## src/rtl/spectrum_frame_scheduler_pkg.sv

```systemverilog
// Shared types and sizes for the spectrum frame scheduler slice.
// Pure declarations: no logic, no latency, no flow control.
package spectrum_pkg;
  localparam int NUM_BINS = 16;
  localparam int DATA_W   = 16;

  typedef logic [DATA_W-1:0]   bin_t;
  typedef bin_t [NUM_BINS-1:0] bins_t;
  typedef logic [3:0]          hold_t;
  typedef logic [3:0]          idx_t;

  typedef enum logic [1:0] {
    IDLE,
    PROCESS,
    WAIT_VBLANK
  } state_t;
endpackage

```

## src/rtl/spectrum_frame_scheduler_if.sv

```systemverilog
// FFT-in / renderer-out bundle of the frame scheduler; master drives FFT and scan line.
// Wires only: no latency; no backpressure, since dropped frames are only counted.
interface spectrum_frame_scheduler_if;
  import spectrum_pkg::*;

  bins_t       i_fft_data;
  logic        i_fft_done;
  logic [10:0] i_VGA_Y;
  bins_t       o_level_data;
  bins_t       o_peak_data;
  logic        o_frame_commit;
  logic        o_busy;
  logic [7:0]  o_drop_cnt;

  modport master (
    output i_fft_data, i_fft_done, i_VGA_Y,
    input  o_level_data, o_peak_data, o_frame_commit, o_busy, o_drop_cnt
  );

  modport slave (
    input  i_fft_data, i_fft_done, i_VGA_Y,
    output o_level_data, o_peak_data, o_frame_commit, o_busy, o_drop_cnt
  );
endinterface

```

## src/rtl/spectrum_frame_scheduler_bin_update.sv

```systemverilog
// Magnitude, level decay and peak-hold for one bin; purely combinational.
// Zero latency, no backpressure; the caller time-shares one instance across bins.
module spectrum_bin_update
  import spectrum_pkg::*;
#(
  parameter int DECAY_STEP  = 256,
  parameter int HOLD_FRAMES = 4
) (
  input  bin_t  x,
  input  bin_t  level,
  input  bin_t  peak,
  input  hold_t hold,
  output bin_t  level_nxt,
  output bin_t  peak_nxt,
  output hold_t hold_nxt
);
  localparam bin_t  STEP    = bin_t'(DECAY_STEP);
  localparam hold_t HOLD    = hold_t'(HOLD_FRAMES);
  localparam bin_t  MIN_NEG = {1'b1, {(DATA_W-1){1'b0}}};
  localparam bin_t  MAX_POS = {1'b0, {(DATA_W-1){1'b1}}};

  bin_t mag, level_dec, peak_dec;

  always_comb begin
    mag       = x;
    level_dec = '0;
    peak_dec  = '0;
    level_nxt = '0;
    peak_nxt  = '0;
    hold_nxt  = '0;

    // The most negative input has no positive twin, so it clips to full scale.
    if (x[DATA_W-1]) begin
      mag = (x == MIN_NEG) ? MAX_POS : bin_t'(-x);
    end

    level_dec = (level >= STEP) ? level - STEP : '0;
    peak_dec  = (peak  >= STEP) ? peak  - STEP : '0;
    level_nxt = (mag > level_dec) ? mag : level_dec;

    if (mag >= peak) begin
      peak_nxt = mag;
      hold_nxt = HOLD;
    end else if (hold != '0) begin
      peak_nxt = peak;
      hold_nxt = hold - 1'b1;
    end else begin
      peak_nxt = (mag > peak_dec) ? mag : peak_dec;
      hold_nxt = '0;
    end
  end
endmodule

```

## src/rtl/spectrum_frame_scheduler.sv

```systemverilog
// Decimates FFT frames, updates level/peak one bin per cycle, commits during vertical blanking.
// Commit lands 18 cycles after an accepted strobe at the earliest; strobes arriving while busy are dropped and counted.
module spectrum_frame_scheduler
  import spectrum_pkg::*;
#(
  parameter int DECIM       = 8,
  parameter int DECAY_STEP  = 256,
  parameter int HOLD_FRAMES = 4,
  parameter int V_ACTIVE    = 480
) (
  input logic                        i_clk,
  input logic                        i_rst,
  spectrum_frame_scheduler_if.slave  bus
);
  localparam int DEC_W = (DECIM > 1) ? $clog2(DECIM) : 1;

  state_t                  state, state_nxt;
  logic [DEC_W-1:0]        dec_cnt;
  idx_t                    b;
  bins_t                   shadow, level_stg, peak_stg, level_q, peak_q;
  hold_t [NUM_BINS-1:0]    hold_stg;
  logic                    commit_q;
  logic [7:0]              drop_cnt;
  logic                    accept, upd_en, commit;
  bin_t                    level_nxt, peak_nxt;
  hold_t                   hold_nxt;

  spectrum_bin_update #(
    .DECAY_STEP  (DECAY_STEP),
    .HOLD_FRAMES (HOLD_FRAMES)
  ) u_bin_update (
    .x         (shadow[b]),
    .level     (level_stg[b]),
    .peak      (peak_stg[b]),
    .hold      (hold_stg[b]),
    .level_nxt (level_nxt),
    .peak_nxt  (peak_nxt),
    .hold_nxt  (hold_nxt)
  );

  always_comb begin
    state_nxt = state;
    accept    = 1'b0;
    upd_en    = 1'b0;
    commit    = 1'b0;
    case (state)
      IDLE: begin
        if (bus.i_fft_done && dec_cnt == '0) begin
          accept    = 1'b1;
          state_nxt = PROCESS;
        end
      end
      PROCESS: begin
        upd_en = 1'b1;
        if (b == idx_t'(NUM_BINS-1)) state_nxt = WAIT_VBLANK;
      end
      WAIT_VBLANK: begin
        if (bus.i_VGA_Y >= 11'(V_ACTIVE)) begin
          commit    = 1'b1;
          state_nxt = IDLE;
        end
      end
      default: state_nxt = IDLE;
    endcase
  end

  always_ff @(posedge i_clk or posedge i_rst) begin
    if (i_rst) state <= IDLE;
    else       state <= state_nxt;
  end

  always_ff @(posedge i_clk or posedge i_rst) begin
    if (i_rst) begin
      dec_cnt   <= '0;
      b         <= '0;
      shadow    <= '0;
      level_stg <= '0;
      peak_stg  <= '0;
      hold_stg  <= '0;
      level_q   <= '0;
      peak_q    <= '0;
      commit_q  <= 1'b0;
      drop_cnt  <= '0;
    end else begin
      commit_q <= commit;
      // Only strobes seen in IDLE advance decimation; busy strobes just bump the drop count.
      if (bus.i_fft_done && state == IDLE) begin
        dec_cnt <= (dec_cnt == DEC_W'(DECIM-1)) ? '0 : dec_cnt + 1'b1;
      end
      if (bus.i_fft_done && state != IDLE && drop_cnt != 8'hFF) begin
        drop_cnt <= drop_cnt + 1'b1;
      end
      if (accept) begin
        shadow <= bus.i_fft_data;
        b      <= '0;
      end else if (upd_en) begin
        level_stg[b] <= level_nxt;
        peak_stg[b]  <= peak_nxt;
        hold_stg[b]  <= hold_nxt;
        b            <= b + 1'b1;
      end
      if (commit) begin
        level_q <= level_stg;
        peak_q  <= peak_stg;
      end
    end
  end

  assign bus.o_level_data   = level_q;
  assign bus.o_peak_data    = peak_q;
  assign bus.o_frame_commit = commit_q;
  assign bus.o_busy         = (state != IDLE);
  assign bus.o_drop_cnt     = drop_cnt;
endmodule
```

## src/flat_wrapper.sv

```systemverilog
// flat-port wrapper written by rule: the top's interface ports become plain ports
module spectrum_frame_scheduler_flat import spectrum_pkg::*;
#(
  parameter int DECIM       = 8,
  parameter int DECAY_STEP  = 256,
  parameter int HOLD_FRAMES = 4,
  parameter int V_ACTIVE    = 480
)
  (i_clk, i_rst, bus_i_fft_data, bus_i_fft_done, bus_i_VGA_Y, bus_o_level_data, bus_o_peak_data, bus_o_frame_commit, bus_o_busy, bus_o_drop_cnt);
  spectrum_frame_scheduler_if bus_i ();
  input logic i_clk;
  input logic i_rst;
  input wire logic [$bits(bus_i.i_fft_data)-1:0] bus_i_fft_data;
  input wire logic [$bits(bus_i.i_fft_done)-1:0] bus_i_fft_done;
  input wire logic [$bits(bus_i.i_VGA_Y)-1:0] bus_i_VGA_Y;
  output wire logic [$bits(bus_i.o_level_data)-1:0] bus_o_level_data;
  output wire logic [$bits(bus_i.o_peak_data)-1:0] bus_o_peak_data;
  output wire logic [$bits(bus_i.o_frame_commit)-1:0] bus_o_frame_commit;
  output wire logic [$bits(bus_i.o_busy)-1:0] bus_o_busy;
  output wire logic [$bits(bus_i.o_drop_cnt)-1:0] bus_o_drop_cnt;
  assign bus_i.i_fft_data = bus_i_fft_data;
  assign bus_i.i_fft_done = bus_i_fft_done;
  assign bus_i.i_VGA_Y = bus_i_VGA_Y;
  assign bus_o_level_data = bus_i.o_level_data;
  assign bus_o_peak_data = bus_i.o_peak_data;
  assign bus_o_frame_commit = bus_i.o_frame_commit;
  assign bus_o_busy = bus_i.o_busy;
  assign bus_o_drop_cnt = bus_i.o_drop_cnt;
  spectrum_frame_scheduler #(.DECIM(DECIM), .DECAY_STEP(DECAY_STEP), .HOLD_FRAMES(HOLD_FRAMES), .V_ACTIVE(V_ACTIVE)) u_core (.i_clk(i_clk), .i_rst(i_rst), .bus(bus_i));
endmodule
```

## config.mk

```make
export PLATFORM = sky130hd
export DESIGN_NAME = spectrum_frame_scheduler_flat
export DESIGN_NICKNAME = d
export VERILOG_FILES = /design/src/rtl/spectrum_frame_scheduler_pkg.sv /design/src/rtl/spectrum_frame_scheduler_if.sv /design/src/rtl/spectrum_frame_scheduler_bin_update.sv /design/src/rtl/spectrum_frame_scheduler.sv /design/src/flat_wrapper.sv
export SDC_FILE = /design/constraint.sdc
export NUM_CORES = 2
export LEC_CHECK = 0
export ABC_CLOCK_PERIOD_IN_PS = 43900
export BUFFER_PORTS_ARGS = -buffer_cell sky130_fd_sc_hd__buf_2
export CAP_MARGIN = 25
export CORE_MARGIN = 4
export CORE_UTILIZATION = 40
export CTS_CLUSTER_DIAMETER = 150
export CTS_CLUSTER_SIZE = 30
export DETAILED_ROUTE_END_ITERATION = 12
export SLEW_MARGIN = 20
export SYNTH_ARGS = -nofsm -noshare
export SYNTH_HDL_FRONTEND = slang
export SYNTH_SLANG_ARGS = --single-unit
```

## constraint.sdc

```tcl
create_clock -name i_clk -period 43.9 [get_ports i_clk]
set_clock_uncertainty 0.1 [all_clocks]
set_input_delay 2.195 -clock i_clk [delete_from_list [all_inputs] [get_ports i_clk]]
set_output_delay 2.195 -clock i_clk [all_outputs]
set_load 0.03 [all_outputs]
```

==> report_table.html <==
<table>
<tr><th>Metric</th><th>Value</th></tr>
<tr><th colspan="2">Run status</th></tr>
<tr><td>Status</td><td>complete, no violations</td></tr>
<tr><th colspan="2">Clock tree</th></tr>
<tr><td>Resize count post-CTS</td><td>0</td></tr>
<tr><td>Number of sinks on the clock net</td><td>about 1,400</td></tr>
<tr><td>Clock buffers created by TritonCTS</td><td>52</td></tr>
<tr><td>Clock tree from TritonCTS</td><td>yes</td></tr>
<tr><td>Max Buffers Root-to-Sink</td><td>3</td></tr>
<tr><td>Clock-pin slew on the worst setup and hold paths</td><td>0.14 ns</td></tr>
<tr><td>Clock Tree Root</td><td>sky130_fd_sc_hd__clkbuf_16</td></tr>
<tr><td>Quantity of hold-fixing buffers added after cts</td><td>0</td></tr>
<tr><td>Worst-Skew Late Latency</td><td>0.72 ns</td></tr>
<tr><td>Deepest level of the CTS H-tree</td><td>2</td></tr>
<tr><td>Setup repair bufs after CTS</td><td>0</td></tr>
<tr><th colspan="2">Critical path</th></tr>
<tr><td>Cells on worst reg2reg path</td><td>22</td></tr>
<tr><td>Largest fanout on the critical path</td><td>65</td></tr>
<tr><td>Worst path arrival time</td><td>9.39 ns</td></tr>
<tr><td>Worst Setup End Kind</td><td>flop</td></tr>
<tr><td>Startpoint-to-endpoint class of the critical path</td><td>reg2reg</td></tr>
<tr><td>Data required time of the worst path</td><td>around 44 ns</td></tr>
<tr><td>Worst Setup Start Kind</td><td>flop</td></tr>
<tr><th colspan="2">Placement</th></tr>
<tr><td>Detailed-placement wirelength estimate</td><td>131,000 µm</td></tr>
<tr><td>Cell total after placement</td><td>6,777</td></tr>
<tr><td>Number of buffer cells added on primary ports</td><td>~800</td></tr>
<tr><td>Final weighted congestion of routability-driven global placement</td><td>approximately 0.85</td></tr>
<tr><td>Place WS</td><td>approximately 35 ns</td></tr>
<tr><th colspan="2">Route</th></tr>
<tr><td>Initial DRT Pass Iterations</td><td>5</td></tr>
<tr><td>Via count</td><td>37,400</td></tr>
<tr><td>DRC violation count after routing</td><td>0</td></tr>
<tr><td>Amount of wire on met2 after detailed routing</td><td>87,500 µm</td></tr>
<tr><td>Wire per inst</td><td>26.9 µm</td></tr>
<tr><td>Routed Wire Length</td><td>184,000 µm</td></tr>
<tr><td>DRT iter0 DRCs</td><td>around 2,800</td></tr>
<tr><td>Total length of routed met3 wires</td><td>roughly 15,000 µm</td></tr>
<tr><td>Antenna-violating nets left</td><td>0</td></tr>
<tr><td>Post-detailed-route via-to-cell ratio</td><td>5.46</td></tr>
<tr><td>Routed met1 length</td><td>between 70,000 and 80,000 µm</td></tr>
<tr><td>Top routing layer used</td><td>met5</td></tr>
<tr><th colspan="2">STA</th></tr>
<tr><td>WHS</td><td>0.392 ns</td></tr>
<tr><td>Final-layout setup total negative slack</td><td>0 ns</td></tr>
<tr><td>Remaining max-slew budget at the tightest pin</td><td>0.246</td></tr>
<tr><td>Setup violation total in the final timing report</td><td>0</td></tr>
<tr><td>Crit share post-route</td><td>0.204</td></tr>
<tr><td>RSZ-0062 raised after global routing</td><td>false</td></tr>
<tr><td>Final count of pins violating max slew</td><td>0</td></tr>
<tr><td>Setup WS post-layout</td><td>34.94 ns</td></tr>
<tr><td>Post-route minimum period</td><td>8.96 ns</td></tr>
<tr><td>Max frequency</td><td>approximately 110 MHz</td></tr>
<tr><td>Pin slew with the least headroom to its limit</td><td>about 1.1 ns</td></tr>
<tr><td>Hold Vio Cnt, Final</td><td>0</td></tr>
<tr><th colspan="2">Yosys</th></tr>
<tr><td>Share of the yosys chip area belonging to registers</td><td>0.583</td></tr>
<tr><td>Post-synthesis sequential element count</td><td>1,362</td></tr>
<tr><td>Primary FF master, synth</td><td>sky130_fd_sc_hd__dfrtp_1</td></tr>
<tr><td>Library cells used by synthesis</td><td>76</td></tr>
<tr><td>Number of nets produced by synthesis</td><td>about 4,700</td></tr>
<tr><td>Total of warnings raised by yosys</td><td>0</td></tr>
<tr><td>Mapped cell area</td><td>just under 60,000 µm²</td></tr>
<tr><td>EDFF count, synth</td><td>0</td></tr>
<tr><td>Synth Instances</td><td>4,341</td></tr>
<tr><td>Average cell area after synthesis</td><td>13.5 µm²</td></tr>
<tr><td>FFs w/ async S/R, synth</td><td>1.00</td></tr>
<tr><th colspan="2">Die</th></tr>
<tr><td>Initial Util</td><td>0.405</td></tr>
<tr><td>Area inside the core boundary</td><td>144,000 µm²</td></tr>
<tr><td>Total I/O pin count</td><td>792</td></tr>
<tr><td>Die Ht</td><td>390 µm</td></tr>
<tr><td>Die span in x</td><td>390 µm</td></tr>
<tr><td>Die Footprint</td><td>152,000 µm²</td></tr>
<tr><td>Standard-cell rows</td><td>139</td></tr>
<tr><th colspan="2">GRT</th></tr>
<tr><td>Global-route wire length before repair</td><td>268,000 µm</td></tr>
<tr><td>Largest net degree at the start of global routing</td><td>188</td></tr>
<tr><td>Gr ovfl total</td><td>0</td></tr>
<tr><td>Number of antenna violations at the first check in global routing</td><td>30</td></tr>
<tr><td>Aggregate global-route resource usage</td><td>0.238</td></tr>
<tr><td>Number of global-route vias before repair</td><td>38,000</td></tr>
<tr><th colspan="2">Cells and area</th></tr>
<tr><td>Net count of the finished layout</td><td>5,269</td></tr>
<tr><td>Layout-stage area growth over the synthesis result</td><td>12.6%</td></tr>
<tr><td>Fraction of layout cells with a size suffix above 1</td><td>0.410</td></tr>
<tr><td>Final non-filler cell total</td><td>slightly below 7,000</td></tr>
<tr><th colspan="2">Min path</th></tr>
<tr><td>Hold path depth</td><td>2</td></tr>
<tr><td>Worst min-delay path category</td><td>reg2reg</td></tr>
<tr><th colspan="2">Flow run</th></tr>
<tr><td>Max-cap violations</td><td>0</td></tr>
</table>
-- per-stage QoR --
stage | utilization | cell area (µm²)
2_1_floorplan | - | 58400
3_3_place_gp | 0.444 | 64100
3_5_place_dp | 0.444 | 64100
4_1_cts | 0.454 | 65600
5_1_grt | 0.456 | 65800
6_report | 0.456 | 65800
-- Yosys cell counts (3+ instances only) --
| library cell | number | area (µm²) |
|---|---|---|
| sky130_fd_sc_hd__mux4_1 | 9 | 236 |
| sky130_fd_sc_hd__a221o_1 | 3 | 30.0 |
| sky130_fd_sc_hd__o21ai_1 | 3 | 15.0 |
| sky130_fd_sc_hd__o31ai_1 | 4 | 30.0 |
| sky130_fd_sc_hd__a21o_1 | 7 | 52.6 |
| sky130_fd_sc_hd__buf_4 | 13 | 97.6 |
| sky130_fd_sc_hd__nand2_1 | 635 | 2380 |
| sky130_fd_sc_hd__mux2_2 | 819 | 9220 |
| sky130_fd_sc_hd__and3_1 | 6 | 37.5 |
| sky130_fd_sc_hd__buf_6 | 14 | 158 |
| sky130_fd_sc_hd__buf_12 | 3 | 60.1 |
| sky130_fd_sc_hd__a221oi_1 | 4 | 35.0 |
| sky130_fd_sc_hd__xnor2_1 | 20 | 175 |
| sky130_fd_sc_hd__nor3_1 | 14 | 70.1 |
| sky130_fd_sc_hd__nor4_1 | 13 | 81.3 |
| sky130_fd_sc_hd__a21oi_1 | 18 | 90.1 |
| sky130_fd_sc_hd__o21a_1 | 3 | 22.5 |
| sky130_fd_sc_hd__a22oi_1 | 55 | 413 |
| sky130_fd_sc_hd__o21ai_0 | 538 | 2690 |
| sky130_fd_sc_hd__clkbuf_2 | 4 | 20.0 |
| sky130_fd_sc_hd__and4_1 | 4 | 35.0 |
| sky130_fd_sc_hd__nor2b_1 | 10 | 62.6 |
| sky130_fd_sc_hd__nor2_1 | 32 | 120 |
| sky130_fd_sc_hd__a211oi_1 | 7 | 52.6 |
| sky130_fd_sc_hd__mux2i_1 | 12 | 120 |
| sky130_fd_sc_hd__nand2b_1 | 8 | 50.1 |
| sky130_fd_sc_hd__nand3_1 | 21 | 105 |
| sky130_fd_sc_hd__buf_2 | 30 | 150 |
| sky130_fd_sc_hd__mux4_2 | 212 | 4770 |
| sky130_fd_sc_hd__a22oi_4 | 5 | 106 |
| sky130_fd_sc_hd__a31oi_4 | 3 | 63.8 |
| sky130_fd_sc_hd__nand4_1 | 12 | 75.1 |
| sky130_fd_sc_hd__a31oi_1 | 6 | 37.5 |
| sky130_fd_sc_hd__dfrtp_1 | 1362 | 34100 |
| sky130_fd_sc_hd__buf_1 | 9 | 33.8 |
| sky130_fd_sc_hd__xor2_1 | 5 | 43.8 |
| sky130_fd_sc_hd__a221oi_2 | 5 | 75.1 |
| sky130_fd_sc_hd__clkbuf_1 | 241 | 905 |
| sky130_fd_sc_hd__a22o_1 | 10 | 87.6 |
| sky130_fd_sc_hd__and2_1 | 9 | 56.3 |
| sky130_fd_sc_hd__a222oi_1 | 3 | 30.0 |
| sky130_fd_sc_hd__o21ai_2 | 13 | 114 |
| sky130_fd_sc_hd__ha_1 | 62 | 776 |
| sky130_fd_sc_hd__inv_1 | 32 | 120 |
-- path summary, 6_finish.rpt --
kind / startpoint / endpoint / slack [ns]
max in group asynchronous: i_rst / u_core.bus.o_level_data[138] / 38.33
min reg2reg: u_core.hold_stg[17] / u_core.hold_stg[17] / 0.39
min: u_core.hold_stg[17] / u_core.hold_stg[17] / 0.39
min in group asynchronous: i_rst / u_core.bus.o_peak_data[44] / 1.55
max: u_core.b[0] / u_core.level_stg[128] / 34.94
max reg2reg: u_core.b[0] / u_core.level_stg[128] / 34.94
-- worst max-delay path, cell delays in order (launching register included) --
cell and delay [ns]:
sky130_fd_sc_hd__dfrtp_4 0.87, sky130_fd_sc_hd__buf_4 0.65, sky130_fd_sc_hd__buf_12 0.52, sky130_fd_sc_hd__mux4_2 0.66
sky130_fd_sc_hd__mux4_2 0.57, sky130_fd_sc_hd__inv_1 0.09, sky130_fd_sc_hd__ha_1 0.17, sky130_fd_sc_hd__nor2b_1 0.13
sky130_fd_sc_hd__a22oi_1 0.12, sky130_fd_sc_hd__nor4_1 0.61, sky130_fd_sc_hd__nand4_1 0.24, sky130_fd_sc_hd__a311oi_2 0.90
sky130_fd_sc_hd__ha_1 0.28, sky130_fd_sc_hd__nand2_1 0.07, sky130_fd_sc_hd__nor4_1 0.46, sky130_fd_sc_hd__nand2_1 0.17
sky130_fd_sc_hd__nand3_1 0.12, sky130_fd_sc_hd__nand2_1 0.18, sky130_fd_sc_hd__nor2_2 0.21, sky130_fd_sc_hd__buf_4 0.35
sky130_fd_sc_hd__nor2_1 0.10, sky130_fd_sc_hd__a21oi_2 0.77, sky130_fd_sc_hd__o21ai_0 0.25
-- per-layer routing --
layer | vias up | global-route usage
met5 | - | 0
met2 | 1029 | 0.388
li1 | 16700 | -
met4 | 12 | 0.0699
met1 | 19500 | 0.311
met3 | 208 | 0.0705
-- sequential cells by signal, summed over array words and instances (netlist names) --
signal                     flops
u_core.bus.o_level_data      256
u_core.bus.o_peak_data       256
u_core.level_stg             256
u_core.peak_stg              256
u_core.shadow                256
u_core.hold_stg               64
u_core.bus.o_drop_cnt          8
u_core.b                       4
u_core.dec_cnt                 3
u_core.state                   2
u_core.bus.o_frame_commit      1
-- cell usage in the layout (no fill, tap or decap), drive strengths merged, types with 32 or more instances in the layout --
cell type / netlist / layout
nor2: 32 / 32
buf: 71 / 858
nand2: 637 / 637
clkbuf: 245 / 53
a22oi: 62 / 62
o21ai: 554 / 554
ha: 62 / 62
dfrtp: 1362 / 1362
mux4: 221 / 221
inv: 32 / 34
mux2: 819 / 819
-- area by class of cell --
cell class | instances | area (µm²)
Inverter | 33 | 131
Antenna cell | 12 | 30.0
Clock buffer | 53 | 1310
Multi-Input combinational cell | 2630 | 23000
Timing Repair Buffer | 858 | 4700
Fill cell | 13200 | 78600
Tap cell | 1903 | 2380
Clock inverter | 7 | 118
Sequential cell | 1362 | 34100
-- cell families after synthesis --
family / share of synthesized area
compound gates: 0.0719
xor+xnor: 0.00375
fa+ha+maj: 0.0133
buf+inv: 0.0270
flops: 0.583
mux: 0.246
simple gates: 0.0546
Power is not shown: default switching activity piles up to over one toggle a cycle in this logic, so the estimate is an artifact.
